## src/rtl/imem_loader.sv

```systemverilog
// imem_loader: boot-time writer for the word-addressed instruction memory.
// Receives a byte stream (16-bit word count, then count 32-bit words, MSB first)
// and writes each assembled word to sequential word-aligned byte addresses from 0.
// The processor is held in reset until the image has loaded successfully.
//
// Ports:
//   clk        system clock, rising edge
//   reset      synchronous active-high reset
//   start      one-cycle pulse; re-arms the loader when in DONE
//   in_data    stream byte
//   in_valid   in_data is valid
//   in_ready   loader accepts a byte this cycle
//   we         instruction memory write enable (one cycle per word)
//   a          write byte address, word aligned
//   wd         write data (assembled word)
//   cpu_reset  holds the processor in reset
//   done       image loaded successfully
//   err        count exceeded DEPTH, nothing written
module imem_loader #(
    parameter int unsigned DEPTH = 128
) (
    input  logic        clk,
    input  logic        reset,
    input  logic        start,
    input  logic [7:0]  in_data,
    input  logic        in_valid,
    output logic        in_ready,
    output logic        we,
    output logic [31:0] a,
    output logic [31:0] wd,
    output logic        cpu_reset,
    output logic        done,
    output logic        err
);

    typedef enum logic [2:0] {StCntHi, StCntLo, StData, StWrite, StDone} state_e;

    localparam logic [15:0] DepthW = 16'(DEPTH);

    state_e      state_q, state_d;
    logic [15:0] count_q, count_d;
    logic [15:0] index_q, index_d;
    logic [1:0]  byte_q, byte_d;
    logic [31:0] shift_q, shift_d;
    logic [31:0] wd_q, wd_d;
    logic [31:0] a_q, a_d;
    logic        err_q, err_d;
    logic        accept;
    logic [15:0] count_full;
    logic [15:0] index_inc;

    assign in_ready = ~reset &
                      ((state_q == StCntHi) | (state_q == StCntLo) | (state_q == StData));
    assign accept     = in_valid & in_ready;
    assign count_full = {count_q[15:8], in_data};
    assign index_inc  = index_q + 16'd1;

    always_ff @(posedge clk) begin
        if (reset) begin
            state_q <= StCntHi;
            count_q <= '0;
            index_q <= '0;
            byte_q  <= '0;
            shift_q <= '0;
            wd_q    <= '0;
            a_q     <= '0;
            err_q   <= 1'b0;
        end else begin
            state_q <= state_d;
            count_q <= count_d;
            index_q <= index_d;
            byte_q  <= byte_d;
            shift_q <= shift_d;
            wd_q    <= wd_d;
            a_q     <= a_d;
            err_q   <= err_d;
        end
    end

    always_comb begin
        state_d = state_q;
        count_d = count_q;
        index_d = index_q;
        byte_d  = byte_q;
        shift_d = shift_q;
        wd_d    = wd_q;
        a_d     = a_q;
        err_d   = err_q;
        case (state_q)
            StCntHi: begin
                if (accept) begin
                    count_d[15:8] = in_data;
                    state_d       = StCntLo;
                end
            end
            StCntLo: begin
                if (accept) begin
                    count_d[7:0] = in_data;
                    if (count_full == 16'd0) begin
                        state_d = StDone;
                    end else if (count_full > DepthW) begin
                        err_d   = 1'b1;
                        state_d = StDone;
                    end else begin
                        index_d = '0;
                        byte_d  = '0;
                        state_d = StData;
                    end
                end
            end
            StData: begin
                if (accept) begin
                    shift_d = {shift_q[23:0], in_data};
                    byte_d  = byte_q + 2'd1;
                    if (byte_q == 2'd3) begin
                        // Latch the outputs here so a/wd stay stable outside WRITE.
                        wd_d    = {shift_q[23:0], in_data};
                        a_d     = {14'b0, index_q, 2'b00};
                        state_d = StWrite;
                    end
                end
            end
            StWrite: begin
                index_d = index_inc;
                state_d = (index_inc == count_q) ? StDone : StData;
            end
            StDone: begin
                if (start) begin
                    err_d   = 1'b0;
                    state_d = StCntHi;
                end
            end
            default: state_d = StCntHi;
        endcase
    end

    assign we        = (state_q == StWrite);
    assign a         = a_q;
    assign wd        = wd_q;
    assign err       = err_q;
    assign done      = (state_q == StDone) & ~err_q;
    assign cpu_reset = ~done;

endmodule

```

## config.mk

```make
export PLATFORM = sky130hd
export DESIGN_NAME = imem_loader
export DESIGN_NICKNAME = d
export VERILOG_FILES = /design/src/rtl/imem_loader.sv
export SDC_FILE = /design/constraint.sdc
export NUM_CORES = 1
export LEC_CHECK = 0
export ABC_CLOCK_PERIOD_IN_PS = 2100
export CAP_MARGIN = 30
export CORE_MARGIN = 5
export CORE_UTILIZATION = 48
export DETAILED_ROUTE_END_ITERATION = 8
export PLACE_DENSITY_LB_ADDON = 0.08
export SYNTH_ARGS = -nofsm -noshare
export SYNTH_HDL_FRONTEND = slang
export SYNTH_SLANG_ARGS = --single-unit
```

## constraint.sdc

```tcl
create_clock -name clk -period 2.1 [get_ports clk]
set_clock_uncertainty 0.15 [all_clocks]
set_input_delay 0.42 -clock clk [delete_from_list [all_inputs] [get_ports clk]]
set_output_delay 0.42 -clock clk [all_outputs]
set_load 0.01 [all_outputs]
```

==> results.py <==
metrics = {
    "placed_design": {
        "place_hpwl_um": 9150,
        "gp_congestion": 0.859,
        "pre_cts_ws_ps": -579,
        "place_inst": 848,
        "portBuffers": 64,
    },
    "outcome": {
        "outcome": "finished, final reports clean",
    },
    "synthesis": {
        "synthTopCellsByCount": "nand2_1, dfxtp_1, a21oi_1",
        "synthDistinctLibCells": 58,
        "synth_edf_count": 0,
        "post-synth-top-count-cell": "nand2_1",
        "synth_area_um2": 4930,
        "yosysTopAreaCell": "dfxtp_1",
        "netlist_top_cells_area": "dfxtp_1, nand2_1, a21oi_1",
        "ys_warn_count": 0,
        "ys.flop_type": "dfxtp_1",
        "syn_inst": 618,
        "seq_area_frac_synth_pct": 44.6,
        "syn_area_per_cell_um2": 7.98,
        "synth_seq_cells": 110,
        "synthArstFlopShare_pct": 0,
        "synth_top_area_share_pct": 44.6,
    },
    "power": {
        "leakage_uw": 0.00245,
        "vdd_ir_drop_max_mv": 0.369,
        "power_uw": 3680,
        "power_density_nw_per_um2": 561,
    },
    "clock_network": {
        "h-tree-depth": 3,
        "cts_sinks": 110,
        "cts_hold_buf": 0,
        "clk_pin_slew_worst_paths_ps": 120,
        "cts_buffer_depth": 2,
        "root_buffer": "clkbuf_8",
        "clk_latency_ps": 370,
        "tritoncts": "built",
        "cts_buffers": 9,
    },
    "cells_and_area": {
        "nNetsFinal": 743,
        "antennaDiodeCount": 0,
        "instances_no_fill": 870,
        "drive_gt1_share_pct": 20.0,
        "syn_to_final_growth_pct": 32.9,
    },
    "global_routing": {
        "grt_pass1_vias": 4339,
        "grt_max_degree": 103,
        "grt.overflow.total": 0,
        "antenna_found_initial": 0,
        "grt_pass1_wl_um": 21500,
        "grtUsageTotal_pct": 20.9,
    },
    "route": {
        "ant_nets": 0,
        "vias": 4591,
        "wirelength_um": 13200,
        "drtIter0Drc": 259,
        "route.detailed.drc": 0,
        "wire_per_inst_um": 15.2,
        "viasPerCell": 5.28,
        "drt_first_pass_iters": 4,
    },
    "sta": {
        "hold_viol": 0,
        "finalSetupTns_ps": 0,
        "finalCritPeriodShare_pct": 97.5,
        "max_freq_mhz": 489,
        "timing.final.crit_period_ps": 2050,
        "setup_viol": 0,
        "drv_slew": 0,
        "layout_setup_ws_ps": 53.2,
    },
    "worst_setup_path": {
        "worstPathArrival_ps": 2190,
        "path_delay_family": "simple AND/OR/NAND/NOR gates",
        "cp_num_buf_inv": 2,
        "crit_path_max_fanout": 8,
        "start_kind": "input pin",
        "worstSetupPathType": "input pin to register",
        "cp.required_ps": 2240,
        "cp_slowest_stage_delay_ps": 480,
        "end_kind": "register",
        "crit_slowest_cell": "clkdlybuf4s50_1",
        "crit_path_cell_trace": "clkdlybuf4s50_1 > nor4_4 > and3b_1 > o31ai_2 > buf_4 > and2_2 > a311oi_2",
    },
    "flow_run": {
        "maxCapViolations": 0,
    },
    "floorplan": {
        "rows": 37,
        "dieArea_um2": 12400,
        "start_util_pct": 48.4,
        "die_y_um": 111,
        "die_x_um": 111,
        "core-area_um2": 10200,
        "boundaryPins": 81,
    },
    "hold_path": {
        "hold_class": "input pin to register",
    },
}
[path summary, 6_finish.rpt]
kind	start	to	slack, ps	depth (start not counted)
setup / recovery	in_data[6]	index_q[9]	50	7
hold / removal	reset	byte_q[0]	290	3
hold reg to reg	shift_q[19]	wd[27]	300	2
setup reg to reg	index_q[4]	state_q[1]	70	7
[kinds of logic (layout without fill, tap and decap cells)]
family | after synthesis | after routing | synth area share (%)
simple gates | 261 | 261 | 24.5
compound gates | 135 | 135 | 15.6
flops | 110 | 110 | 44.6
buf+inv | 68 | 169 | 6.97
xor+xnor | 24 | 24 | 4.26
mux | 17 | 17 | 3.45
fa+ha+maj | 2 | 2 | 0.507
other cells | 1 | 16 | 0.0760
[cell usage in the layout, fill, tap and decap left out, types with 6 or more instances in the layout]
master / n
clkbuf_8: 9
dfxtp_4: 9
xnor2_1: 19
mux2i_1: 17
dfxtp_1: 96
nor2_1: 40
buf_4: 73
nand4_1: 6
inv_1: 7
clkdlybuf4s50_1: 57
conb_1: 16
nand3_1: 6
o21ai_0: 11
nor3_1: 7
a21oi_1: 91
nand2_1: 160
[what timing repair did]
action                                  CTS  global route
gates resized for setup                  13            48
endpoints found under the setup margin   22            19
setup buffers                             0             5
cloned                                    0             1
pin swaps                                 0            15
[area by class of cell]
| type | instances | area (um^2) |
|---|---|---|
| inverters | 8 | 30.0 |
| well taps | 136 | 170 |
| clock inverters | 6 | 63.8 |
| multi-input cells | 455 | 2590 |
| clock buffers | 10 | 128 |
| fillers | 901 | 3630 |
| flip-flops and latches | 110 | 2240 |
| repair buffers | 145 | 1340 |
[where the power goes]
| group | switching (uW) | internal (uW) | total [uW] | leakage, uW |
|---|---|---|---|---|
| logic | 176 | 141 | 316 | 0.00146 |
| clock network | 789 | 466 | 1260 | 0.0000937 |
| registers | 14.6 | 2090 | 2110 | 0.000897 |
| total | 979 | 2700 | 3680 | 0.00245 |
[worst min-delay path: stages]
cell and delay (ps):
buf_4 80, buf_4 200, nor2_1 60
[metrics by stage]
step	utilization, %	hold slack (ps)	instance area [um^2]
2_1_floorplan	-	282	5000
3_3_place_gp	60.1	291	6120
3_5_place_dp	60.1	296	6120
4_1_cts	62.2	276	6330
5_1_grt	64.4	304	6560
6_report	64.4	290	6560
[sequential cells by signal (all words and copies together) (netlist names)]
signal,count
wd,32
index_q,16
state_q,3
count_q,16
shift_q,24
err,1
a,16
byte_q,2
[per-layer routing]
metal,GRT usage [%],wire length [um],vias up,share of wire (%)
li1,-,-,2286,-
met1,28.9,6000,2158,45
met2,33.6,6280,137,47
met3,3.42,814,10,6.2
met4,6.24,138,0,1.0
met5,0,0,-,0
(Power assumes the default switching activity.)
